===== src/rtl/pc_fetch_ctrl.sv =====
// pc_fetch_ctrl
//   Owns the architectural PC of the single-issue multicycle core. Issues one
//   fetch request at a time, waits for execute to resolve the instruction,
//   then selects the next PC from the jalr/jal/branch indications. Also
//   provides the jal/jalr link address, a retired-instruction counter and a
//   sticky halt on a misaligned control-transfer target.
//
// Ports
//   clk, rst_n           clock; asynchronous active-low reset
//   if_valid / if_ready  fetch request handshake
//   if_pc                fetch address (current PC)
//   ex_valid             execute has resolved the current instruction
//   ex_ben/jal/jalr      control-transfer indications (jalr > jal > ben)
//   ex_imm, ex_rs1       immediate and jalr base
//   link_pc              pc+4 for link writeback
//   redirect             one-cycle pulse after a non-sequential commit
//   halted, bad_addr     sticky misaligned-target halt and offending target
//   instret              retired-instruction count
module pc_fetch_ctrl #(
  parameter logic [31:0] RESET_PC = 32'h8000_0000,
  parameter int          CNT_W    = 64
) (
  input  logic             clk,
  input  logic             rst_n,
  output logic             if_valid,
  input  logic             if_ready,
  output logic [31:0]      if_pc,
  input  logic             ex_valid,
  input  logic             ex_ben,
  input  logic             ex_jal,
  input  logic             ex_jalr,
  input  logic [31:0]      ex_imm,
  input  logic [31:0]      ex_rs1,
  output logic [31:0]      link_pc,
  output logic             redirect,
  output logic             halted,
  output logic [31:0]      bad_addr,
  output logic [CNT_W-1:0] instret
);

  typedef enum logic [1:0] {BOOT, FETCH, EXEC, HALT} state_e;

  state_e           state_q, state_d;
  logic [31:0]      pc_q, pc_d;
  logic [31:0]      bad_addr_q, bad_addr_d;
  logic [CNT_W-1:0] instret_q, instret_d;
  logic             redirect_q, redirect_d;
  logic             halted_q, halted_d;
  logic [31:0]      target;
  logic             nonseq;

  // Next-PC candidate; only consumed when ex_valid is seen in EXEC.
  always_comb begin
    nonseq = 1'b1;
    if (ex_jalr) begin
      target = (ex_rs1 + ex_imm) & 32'hFFFF_FFFE;
    end else if (ex_jal || ex_ben) begin
      target = pc_q + ex_imm;
    end else begin
      target = pc_q + 32'd4;
      nonseq = 1'b0;
    end
  end

  always_comb begin
    state_d    = state_q;
    pc_d       = pc_q;
    bad_addr_d = bad_addr_q;
    instret_d  = instret_q;
    halted_d   = halted_q;
    redirect_d = 1'b0;
    case (state_q)
      BOOT:  state_d = FETCH;
      FETCH: if (if_ready) state_d = EXEC;
      EXEC: begin
        if (ex_valid) begin
          if (target[1:0] == 2'b00) begin
            pc_d       = target;
            instret_d  = instret_q + CNT_W'(1);
            redirect_d = nonseq;
            state_d    = FETCH;
          end else begin
            // Misaligned target: freeze PC and count, record the target.
            bad_addr_d = target;
            halted_d   = 1'b1;
            state_d    = HALT;
          end
        end
      end
      HALT:    state_d = HALT;
      default: state_d = BOOT;
    endcase
  end

  always_ff @(posedge clk or negedge rst_n) begin
    if (!rst_n) begin
      state_q    <= BOOT;
      pc_q       <= RESET_PC;
      bad_addr_q <= 32'd0;
      instret_q  <= '0;
      redirect_q <= 1'b0;
      halted_q   <= 1'b0;
    end else begin
      state_q    <= state_d;
      pc_q       <= pc_d;
      bad_addr_q <= bad_addr_d;
      instret_q  <= instret_d;
      redirect_q <= redirect_d;
      halted_q   <= halted_d;
    end
  end

  assign if_valid = (state_q == FETCH);
  assign if_pc    = pc_q;
  assign link_pc  = pc_q + 32'd4;
  assign redirect = redirect_q;
  assign halted   = halted_q;
  assign bad_addr = bad_addr_q;
  assign instret  = instret_q;

endmodule


===== config.mk =====
export PLATFORM = sky130hd
export DESIGN_NAME = pc_fetch_ctrl
export DESIGN_NICKNAME = d
export VERILOG_FILES = /design/src/rtl/pc_fetch_ctrl.sv
export SDC_FILE = /design/constraint.sdc
export NUM_CORES = 1
export LEC_CHECK = 0
export CELL_PAD_IN_SITES_DETAIL_PLACEMENT = 2
export CELL_PAD_IN_SITES_GLOBAL_PLACEMENT = 2
export CORE_MARGIN = 2
export CORE_UTILIZATION = 32
export CTS_CLUSTER_SIZE = 28
export DETAILED_ROUTE_END_ITERATION = 8
export PLACE_DENSITY_LB_ADDON = 0.1
export SLEW_MARGIN = 30
export SYNTH_ARGS = -nofsm -noshare
export SYNTH_HDL_FRONTEND = slang
export SYNTH_SLANG_ARGS = --single-unit

===== constraint.sdc =====
create_clock -name clk -period 6.55 [get_ports clk]
set_input_delay 0.9825 -clock clk [delete_from_list [all_inputs] [get_ports clk]]
set_output_delay 0.9825 -clock clk [all_outputs]
set_load 0.02 [all_outputs]

## Word-level counts from Yosys, hierarchy flattened

Cells that the tools add are included.

| storage, ports and cells | value |
|---|---|
| flip-flop bits (word level) | 132 |
| bits of input ports | 71 |
| output and inout port bits | 163 |
| word-level logic and storage cells | 33 |

| cells by class | value |
|---|---|
| add/sub/neg operators | 4 |
| equal/unequal tests | 5 |
| multiplexer cells | 11 |
| bitwise gates (word level) | 1 |
| reduce and logical (&&, ||, !) cells | 6 |

Operator list:

| operator | number |
|---|---|
| $add A32 B32 Y32 | 2 |
| $add A64 B1 Y64 const B | 1 |
| $mux W32 | 2 |
| $add A32 B3 Y32 const B | 1 |
| $pmux W2 S4 | 1 |
| $mux W2 | 3 |
| $reduce_and A3 Y1 | 2 |
| $mux W1 | 5 |
| $eq A2 B2 Y1 const B | 2 |
| $logic_not A2 Y1 | 2 |
| $eq A2 B1 Y1 const B | 1 |
| $ne A2 B1 Y1 const B | 1 |
| $ne A2 B2 Y1 const B | 1 |
| $reduce_and A2 Y1 | 1 |
| $logic_or A1 B1 Y1 | 1 |
| $not A1 Y1 | 1 |

## Logic depth before layout (Yosys ltp)

Gate-level depths: netlist (run 1).

| depth | value |
|---|---|
| depth after elaboration | 7 |
| depth in mapped cells | 10 |
| mapped depth without buffers | 10 |

## Least setup slack after synthesis (run 1)

Ideal clock, no wire load.

| path | value |
|---|---|
| kind | input port to flip-flop |
| start point | input port ex_imm[0] |
| end point | register bad_addr_q[26], in the netlist bad_addr[26] |
| library setup time | 0.134 ns |
| arrival | 3.241 ns |
| required time | 6.416 ns |
| setup slack | 3.175 ns |
| stages | 10 |
| path buffers | 0 |
| cell sequence | and2_1 fa_1 a21o_1 a311o_1 a32oi_1 o21a_1 a211oi_1 or3_1 a31oi_1 o31ai_1 |

| on the way | value |
|---|---|
| cells in the longest elaborated chain, start to end | 6 |
| elaborated cells on any way between the ends | 7 |
| those cells by class | add/sub: 2; mux: 2; bitwise: 1; reduce/logical: 2 |

RTL lines:

| what | line | RTL |
|---|---|---|
| start, declared | 32 | `input logic [31:0] ex_imm,` |
| $add A32 B32 Y32 | 58 | `target = pc_q + ex_imm;` |
| $mux W32 | 57 | `end else if (ex_jal \|\| ex_ben) begin` |
| $mux W32 (*) | 55 | `if (ex_jalr) begin` |
| $logic_not A2 Y1 | 77 | `if (target[1:0] == 2'b00) begin` |
| $not A1 Y1 (no line) | -- |  |
| $reduce_and A3 Y1 (no line) | -- |  |
| end signal, assigned | 106 | `bad_addr_q <= bad_addr_d;` |
| end, declared | 45 | `logic [31:0] bad_addr_q, bad_addr_d;` |

Every way passes the cells marked *; elsewhere a longest branch is shown, timed or not.
A chain may end at the register's enable or synchronous reset.

## Worst setup path in the final report (run 1)

| path | value |
|---|---|
| start point | register pc_q[2], in the netlist if_pc[2] |
| end point | output port link_pc[24] |

| on the way | value |
|---|---|
| cells in the longest elaborated chain, start to end | 1 |

RTL lines:

| what | line | RTL |
|---|---|---|
| start, declared | 44 | `logic [31:0] pc_q, pc_d;` |
| start signal, assigned | 105 | `pc_q <= pc_d;` |
| $add A32 B3 Y32 | 115 | `assign link_pc = pc_q + 32'd4;` |
| end, declared | 34 | `output logic [31:0] link_pc,` |

Every way passes these cells.

==> results of run 1 <==
-- report_power, final --
group	total [mW]	internal, mW	switching, mW
sequential	1.13	0.936	0.197
combinational	1.71	0.709	1.00
clock	0.942	0.513	0.429
total	3.79	2.16	1.63
-- cell usage in the layout (no fill, tap or decap), types with 7 or more instances in the layout --
| cell | n |
|---|---|
| or3_1 | 12 |
| nand2_1 | 167 |
| nor4_1 | 8 |
| nor2b_1 | 8 |
| o211ai_1 | 13 |
| o31ai_1 | 18 |
| clkdlybuf4s50_1 | 232 |
| ha_1 | 63 |
| o21bai_1 | 9 |
| o21ai_0 | 75 |
| buf_4 | 7 |
| o21a_1 | 8 |
| nand2b_1 | 8 |
| clkbuf_16 | 17 |
| xnor2_1 | 84 |
| inv_1 | 27 |
| a31oi_1 | 20 |
| nor3_1 | 24 |
| a211oi_1 | 21 |
| mux2i_1 | 7 |
| and2_1 | 13 |
| and3_1 | 23 |
| a21o_1 | 42 |
| and4_1 | 13 |
| xor2_1 | 41 |
| a21oi_1 | 77 |
| dfrtp_1 | 131 |
| nor2_1 | 62 |
| nand3_1 | 65 |
| nand4_1 | 30 |
-- flip-flops by register name, summed over array words and instances, names as in the netlist --
signal / count
halted: 1
if_pc: 32
redirect: 1
bad_addr: 32
instret: 64
state_q: 2
-- critical path: stages (launching register included) --
cell and delay, ns:
dfrtp_1 0.60, ha_1 0.37, nand2_1 0.19, nor4_4 0.64
nand3_1 0.24, nor2_1 0.17, xor2_1 0.32, clkdlybuf4s50_1 0.68
-- area by class of cell --
cell class	count	area [um2]
Clock buffer	18	439
Clock inverter	14	136
Fill cell	3475	17900
Inverter	27	101
Multi-Input combinational cell	1003	6610
Sequential cell	132	3300
Tap cell	402	503
Timing Repair Buffer	241	2400
-- logic make-up after synthesis --
kind of cell | share of synthesized area, %
mux | 1.02
flops | 32.5
buf+inv | 2.71
simple gates | 23.7
compound gates | 21.2
xor+xnor | 10.8
fa+ha+maj | 8.14
-- through the flow --
| stage | instances | worst slack (ns) |
|---|---|---|
| after global routing | 1837 | 1.78 |
| after floorplan | 1206 | 3.17 |
| after global placement | 1805 | 2.12 |
| final | 1837 | 1.92 |
| after CTS | 1837 | 1.89 |
| after detailed placement | 1805 | 2.06 |
-- routing by layer --
metal	vias up	track usage, %	part of all wire, %
met3	41	3.77	4.1
met2	246	42.7	47
met1	5311	35.0	47
li1	4852	-	-
met4	0	5.74	1.6
met5	-	0	0
-- worst min path at each step --
stage,start,end,slack [ns],depth (start not counted)
6_report,instret[63],instret[63],0.47,1
4_1_cts,instret[63],instret[63],0.47,1
3_5_place_dp,instret[63],instret[63],0.46,1
3_3_place_gp,halted,halted,0.45,1
5_1_grt,bad_addr[0],bad_addr[0],0.51,1
2_1_floorplan,state_q[1],state_q[0],0.49,1
==> results.txt, run 1 <==
number of synthesized flops with an enable pin -> 0
count leader, synth -> nand2_1
Synth Flop Type -> dfrtp_1
cell area after synthesis -> 10200 um2
Seq/Total Area, Yosys -> 32.5%
final hold slack -> 0.470 ns
row count -> 65
asr flop ratio synth -> 100%
Ports -> 234
DR iter-0 viols -> 562
measured slew at the worst slew-check pin -> 0.780 ns
initial core utilization -> 32.4%
Crit path required time -> 5.57 ns
DP HPWL -> 33600 um
final setup TNS -> 0 ns
area delta synth->final -> 32.7%
Maximum Capacitance Violations -> 0
dominant cell type by area after synthesis -> dfrtp_1
cts repair resizes -> 0
max-slew violation count -> 0
type of origin of the critical path -> register
clock root buffer -> clkbuf_16
PwrDens -> 281 nW/um2
via count -> 10500
antenna violations before repair -> 1
FF-to-FF Start -> if_pc[0]
clock tree buffer depth -> 2
1st-pass router iterations -> 5
Power, Total -> 3.79 mW
antenna cells -> 0
WS Path Type -> register to output pin
path depth of the worst reg2reg path -> 10
GPL Wtd Cong -> 0.880
Total GRT Usage -> 25.6%
clk sinks -> 132
status -> finished clean
die height -> 182 um
share of cells above drive strength 1 -> 5.30%
top cell type's share of synthesized area -> 32.2%
synthesis warning total -> 0
remaining global-route overflow -> 0
Worst VDD drop -> 0.126 mV
RSZ-0062 raised after global routing -> no
clk_lat worst skew -> 0.42 ns
chip width -> 182 um
final wirelength -> 42500 um
Max Freq -> 216 MHz
Final Cell Area -> 13500 um2
CTS Hold Bufs -> 0
Yosys reg bits -> 132
number of global-route vias before repair -> 11100
CP endpoint kind -> output pin
CP Max Fanout -> 9
CTS tree -> yes
Setup crit end -> link_pc[24]
largest cells by area after synthesis -> dfrtp_1 32%, ha_1 7.8%, xnor2_1 7.2%, nand2_1 6.2%, a21oi_1 3.8%
Setup Fix Bufs, Post-CTS -> 0
drt drc -> 0
Final Cycle Share -> 70.7%
final setup fails -> 0
placed standard-cell area -> 12900 um2
worst min path class -> register to register
Final Critical Period -> 4.63 ns
H-tree depth -> 4
die area -> 33200 um2
synth cell count leaders -> 168 x nand2_1, 131 x dfrtp_1, 84 x xnor2_1, 77 x a21oi_1, 75 x o21ai_0
FF-to-FF setup slack -> 3.05 ns
via-per-instance ratio -> 5.69
Syn Area/Cell -> 8.43 um2
Util after Layout -> 43.0%
Worst Clk Skew -> 0.0122 ns
Core Footprint -> 31400 um2
WL/cell -> 23.1 um
Layout Nets -> 1558
synthesized instance count -> 1206
synth unique cells -> 75
Port Buffers -> 233
TritonCTS buffer count -> 17
worst r2r dst -> bad_addr[16]
Max transition margin -> 47.5%
syn_nets -> 1342
largest net degree at the start of global routing -> 72
first-pass GRT wire length -> 66000 um
Critical path origin -> if_pc[2]
CTS clock-pin slew for the worst setup and hold paths -> 0.07 ns
CP arrival -> 3.65 ns
P_leak -> 5.82 nW
Hold Fails Final Rpt -> 0
DRT antenna net count -> 0
(Power assumes the default switching activity.)
==> inputs of run 2 (changes only) <==
CORE_UTILIZATION = 30   (was 32)
clock period = 4.3 ns   (was 6.55 ns; I/O delays follow)
==> run 2 against run 1 <==
  * Final cell count grew 3.8%
  * Core utilization fell by 1.9 points
  * Sequential share of layout area decreased by 0.42 points
  * Worst hold slack lost 0.19 ns
  * First-iteration DRC count shrank 13%
  * Register-to-register slack got worse by 2.3 ns
  * Global-route usage shrank 1.1 points
  * Via count increased by 0.16%
  * Die area is 6.5% higher
  * Critical path depth shrank 1
  * Flip-flop and latch count unchanged
==> results.txt, run 2 (synthesis results as in run 1) <==
Port Buffers -> 233 (unchanged)
1st-pass router iterations -> 4 (was 5)
share of cells above drive strength 1 -> 6.65% (was 5.30%)
worst min path class -> primary input to asynchronous set/reset pin (was register to register)
clk_lat worst skew -> 0.44 ns (was 0.42 ns)
DR iter-0 viols -> 489 (was 562)
most frequent cells in the layout -> 232 x clkdlybuf4s50_1, 168 x nand2_1, 131 x dfrtp_1, 84 x xnor2_1, 77 x a21oi_1 (was 232 x clkdlybuf4s50_1, 167 x nand2_1, 131 x dfrtp_1, 84 x xnor2_1, 77 x a21oi_1)
final setup TNS -> 0 ns (unchanged)
CP Max Fanout -> 8 (was 9)
Final Critical Period -> 3.99 ns
Crit path required time -> 3.65 ns (was 5.57 ns)
biggest cell delay along the critical path -> 0.68 ns (about the same)
clk sinks -> 132 (unchanged)
first-pass GRT wire length -> 67100 um (was 66000 um)
final hold slack -> 0.281 ns (was 0.470 ns)
via count -> 10500 (about the same)
Total GRT Usage -> 24.5% (was 25.6%)
Filler Cell Count -> 3739 (was 3475)
die area -> 35400 um2 (was 33200 um2)
Multi-input gate area -> 6610 um2 (about the same)
CTS tree -> yes (unchanged)
largest net degree at the start of global routing -> 100 (was 72)
GPL Wtd Cong -> 0.880 (about the same)
P_leak -> 5.93 nW (was 5.82 nW)
max-slew violation count -> 0 (unchanged)
Maximum Capacitance Violations -> 0 (unchanged)
Hold Fails Final Rpt -> 0 (unchanged)
Final Cycle Share -> 92.7%
worst r2r dst -> bad_addr[29] (was bad_addr[16])
path depth of the worst reg2reg path -> 10 (unchanged)
Final Cell Area -> 13700 um2 (was 13500 um2)
placed standard-cell area -> 13200 um2 (was 12900 um2)
Setup Fix Bufs, Post-CTS -> 0 (unchanged)
status -> finished clean (unchanged)
TritonCTS buffer count -> 17 (unchanged)
Largest register FFs -> 64 (unchanged)
PwrDens -> 422 nW/um2 (was 281 nW/um2)
Critical path origin -> if_pc[4] (was if_pc[2])
most common cell after layout, fill and taps aside -> clkdlybuf4s50_1 (unchanged)
Worst VDD drop -> 0.212 mV (was 0.126 mV)
number of global-route vias before repair -> 11000 (was 11100)
antenna violations before repair -> 0 (was 1)
cts repair resizes -> 0 (unchanged)
chip width -> 188 um (was 182 um)
WL/cell -> 22.7 um (was 23.1 um)
Max transition margin -> 44.8% (was 47.5%)
FF-to-FF Start -> if_pc[4] (was if_pc[0])
Layout Nets -> 1581 (was 1558)
crit-path cells -> nand4_2, nor4_4, and3_1, and4_1, xor2_1, clkdlybuf4s50_1 (was ha_1, nand2_1, nor4_4, nand3_1, nor2_1, xor2_1, clkdlybuf4s50_1)
FF-to-FF setup slack -> 0.77 ns (was 3.05 ns)
WS Path Type -> register to output pin (unchanged)
via-per-instance ratio -> 5.49 (was 5.69)
type of origin of the critical path -> register (unchanged)
RSZ-0062 raised after global routing -> no (unchanged)
drt drc -> 0 (unchanged)
CP endpoint kind -> output pin (unchanged)
measured slew at the worst slew-check pin -> 0.826 ns (was 0.780 ns)
final setup fails -> 0 (unchanged)
CTS clock-pin slew for the worst setup and hold paths -> 0.06 ns (was 0.07 ns)
Worst Clk Skew -> 0.0192 ns (was 0.0122 ns)
clock tree buffer depth -> 2 (unchanged)
Max Freq -> 251 MHz
DP HPWL -> 34500 um (was 33600 um)
Core Footprint -> 33400 um2 (was 31400 um2)
FF/Latch Area -> 3300 um2 (unchanged)
Power, Total -> 5.79 mW (was 3.79 mW)
die height -> 188 um (was 182 um)
final wirelength -> 43200 um (was 42500 um)
Crit-path slowest cell -> clkdlybuf4s50_1 (unchanged)
remaining global-route overflow -> 0 (unchanged)
antenna cells -> 0 (unchanged)
area delta synth->final -> 35.0% (was 32.7%)
Ports -> 234 (unchanged)
H-tree depth -> 4 (unchanged)
CP arrival -> 3.34 ns (was 3.65 ns)
row count -> 67 (was 65)
DRT antenna net count -> 0 (unchanged)
clock root buffer -> clkbuf_16 (unchanged)
CTS Hold Bufs -> 0 (unchanged)
initial core utilization -> 30.4% (was 32.4%)
## run 2: cell types whose count changed in the layout (fill, tap and decap cells not counted), moves of 2 or more
cell        delta
buf_4         +22
clkinv_2       +3
clkinv_4       -3
clkinvlp_4     +3
inv_8          -3
buf_12         +2
buf_6          -2
## run 2: final cells by class
cell class,count,share of cell area (%)
clock buffers,18,3.13
clock inverters,14,0.930
inverters,27,0.738
multi-input cells,1003,48.2
flip-flops and latches,132,24.1
well taps,448,4.08
repair buffers,264,18.9
## run 2: per-stage QoR
step | worst slack, ns | util (%) | instances
6_report | 0.315 | 41.0 | 1906
3_3_place_gp | 0.326 | 39.4 | 1874
4_1_cts | 0.255 | 41.0 | 1906
2_1_floorplan | 1.26 | - | 1206
3_5_place_dp | 0.243 | 39.4 | 1874
5_1_grt | 0.146 | 41.0 | 1906
## run 2: layer usage
metal  up-vias  global-route usage, %  share of wire [%]
met4         0                   5.00                1.3
met3        30                   2.62                3.4
met1      5292                   34.2                 48
met5         -                      0                  0
li1       4904                      -                  -
met2       241                   40.9                 48
## run 2: how the worst max path moves through the flow
stage | endpoint | slack, ns | cells after the start
final | link_pc[29] | 0.31 | 6
after CTS | link_pc[29] | 0.25 | 6
after global placement | bad_addr[29] | 0.33 | 11
after floorplan | bad_addr[26] | 1.26 | 10
after global routing | link_pc[29] | 0.15 | 6
after detailed placement | if_pc[29] | 0.24 | 11
## run 2: power by group
part / switching [mW] / internal [mW] / total [mW]
Sequential: 0.248 / 1.43 / 1.67
Combinational: 1.57 / 1.11 / 2.69
Clock: 0.629 / 0.801 / 1.43
Total: 2.45 / 3.34 / 5.79
## run 2: critical path: cells and delay by family (launching register included)
family | cells | cell delay, ns
flops | 1 | 0.58
buf+inv | 1 | 0.68
xor+xnor | 1 | 0.33
simple gates | 4 | 1.32
==> inputs of run 3 (changes only) <==
clock period = 4.5 ns   (was 4.3 ns; I/O delays follow)
==> run 3 against run 2 <==
  * Final area fell by 0.32%
  * Clock power barely moved
  * Critical path depth stayed put
==> results.txt, run 3 (synthesis results as in run 1) <==
max-slew violation count -> 0 (unchanged)
CP Max Fanout -> 8 (unchanged)
via count -> 10300 (was 10500)
final setup fails -> 0 (unchanged)
via-per-instance ratio -> 5.42 (was 5.49)
clk sinks -> 132 (unchanged)
Maximum Capacitance Violations -> 0 (unchanged)
DRT antenna net count -> 0 (unchanged)
RSZ-0062 raised after global routing -> no (unchanged)
PwrDens -> 406 nW/um2 (was 422 nW/um2)
Util after Layout -> 40.9% (was 41.0%)
Final Cycle Share -> 89.2%
most frequent cells in the layout -> 232 x clkdlybuf4s50_1, 168 x nand2_1, 131 x dfrtp_1, 84 x xnor2_1, 77 x a21oi_1 (unchanged)
Filler Cell Count -> 3716 (was 3739)
chip width -> 188 um (unchanged)
share of cells above drive strength 1 -> 6.20% (was 6.65%)
DR iter-0 viols -> 476 (was 489)
type of origin of the critical path -> register (unchanged)
Crit path required time -> 3.83 ns (was 3.65 ns)
Max Freq -> 249 MHz
DP HPWL -> 34100 um (was 34500 um)
area delta synth->final -> 34.5% (was 35.0%)
number of global-route vias before repair -> 10800 (was 11000)
Worst Clk Skew -> 0.0155 ns (was 0.0192 ns)
Hold Fails Final Rpt -> 0 (unchanged)
cts repair resizes -> 0 (unchanged)
worst min path class -> primary input to asynchronous set/reset pin (unchanged)
final setup TNS -> 0 ns (unchanged)
CTS Hold Bufs -> 0 (unchanged)
drt drc -> 0 (unchanged)
final wirelength -> 42200 um (was 43200 um)
H-tree depth -> 4 (unchanged)
die area -> 35400 um2 (unchanged)
row count -> 67 (unchanged)
CP arrival -> 3.34 ns (about the same)
initial core utilization -> 30.4% (unchanged)
Core Footprint -> 33400 um2 (unchanged)
measured slew at the worst slew-check pin -> 0.857 ns (was 0.826 ns)
Ports -> 234 (unchanged)
WS Path Type -> register to output pin (unchanged)
CTS tree -> yes (unchanged)
antenna cells -> 0 (unchanged)
Max transition margin -> 42.8% (was 44.8%)
GPL Wtd Cong -> 0.885 (was 0.880)
Layout Nets -> 1574 (was 1581)
Worst VDD drop -> 0.191 mV (was 0.212 mV)
Largest register FFs -> 64 (unchanged)
CTS clock-pin slew for the worst setup and hold paths -> 0.06 ns (about the same)
WL/cell -> 22.2 um (was 22.7 um)
P_leak -> 5.90 nW (was 5.93 nW)
largest net degree at the start of global routing -> 70 (was 100)
status -> finished clean (unchanged)
Final Critical Period -> 4.02 ns
Port Buffers -> 233 (unchanged)
clock root buffer -> clkbuf_16 (unchanged)
most common cell after layout, fill and taps aside -> clkdlybuf4s50_1 (unchanged)
remaining global-route overflow -> 0 (unchanged)
CP endpoint kind -> output pin (unchanged)
Total GRT Usage -> 23.9% (was 24.5%)
antenna violations before repair -> 0 (unchanged)
1st-pass router iterations -> 4 (unchanged)
Setup Fix Bufs, Post-CTS -> 0 (unchanged)
first-pass GRT wire length -> 65800 um (was 67100 um)
clock tree buffer depth -> 2 (unchanged)
die height -> 188 um (unchanged)
TritonCTS buffer count -> 17 (unchanged)
clk_lat worst skew -> 0.42 ns (was 0.44 ns)
[run 3: changes by cell type in the layout (fill, tap and decap cells not counted), sizes merged]
cell	delta
buf	-6
clkinv	-2
bufinv	+1
[run 3: routing by layer]
layer / global-route usage (%) / part of all wire, % / up-vias
met1: 34.2 / 49 / 5171
li1: - / - / 4881
met5: 0 / 0 / -
met3: 2.08 / 3.2 / 22
met4: 4.15 / 0.97 / 0
met2: 39.7 / 47 / 212
[run 3: area by class of cell]
class	instances	area [um2]	area share (%)
Multi-Input combinational cell	1003	6610	48.3
Clock inverter	13	150	1.10
Inverter	27	101	0.741
Timing Repair Buffer	257	2510	18.4
Sequential cell	132	3300	24.1
Clock buffer	19	443	3.24
Tap cell	448	561	4.10
[run 3: worst paths after layout]
check | start | end | slack, ns | cells after the start
max | if_pc[4] | link_pc[29] | 0.48 | 6
min | rst_n | instret[17] | 0.26 | 1
max reg2reg | if_pc[10] | bad_addr[29] | 0.83 | 10
min reg2reg | halted | halted | 0.47 | 1
max in group asynchronous | rst_n | if_pc[1] | 3.28 | 2
min in group clk | halted | halted | 0.47 | 1
[run 3: worst max-delay path: stages (launching register included)]
cell and delay, ns:
dfrtp_1 0.55, nand4_2 0.31, nor4_4 0.45, and3_1 0.32, and4_1 0.24, xor2_1 0.37
clkdlybuf4s50_1 0.68
[run 3: metrics by stage]
step	cells	instance area, um2	worst slack (ns)	power, mW	hold WS [ns]
after floorplan	1206	10200	1.43	2.95	0.379
after global placement	1867	13100	0.335	4.11	0.449
after detailed placement	1867	13100	0.260	4.16	0.460
after CTS	1899	13700	0.435	5.60	0.280
after global routing	1899	13700	0.339	5.88	0.299
final	1899	13700	0.484	5.55	0.260
[run 3: power breakdown]
group / switching [mW] / internal, mW / leakage [nW]
registers: 0.245 / 1.36 / 1.76
clock network: 0.569 / 0.840 / 0.279
logic: 1.49 / 1.05 / 3.85
total: 2.30 / 3.25 / 5.90
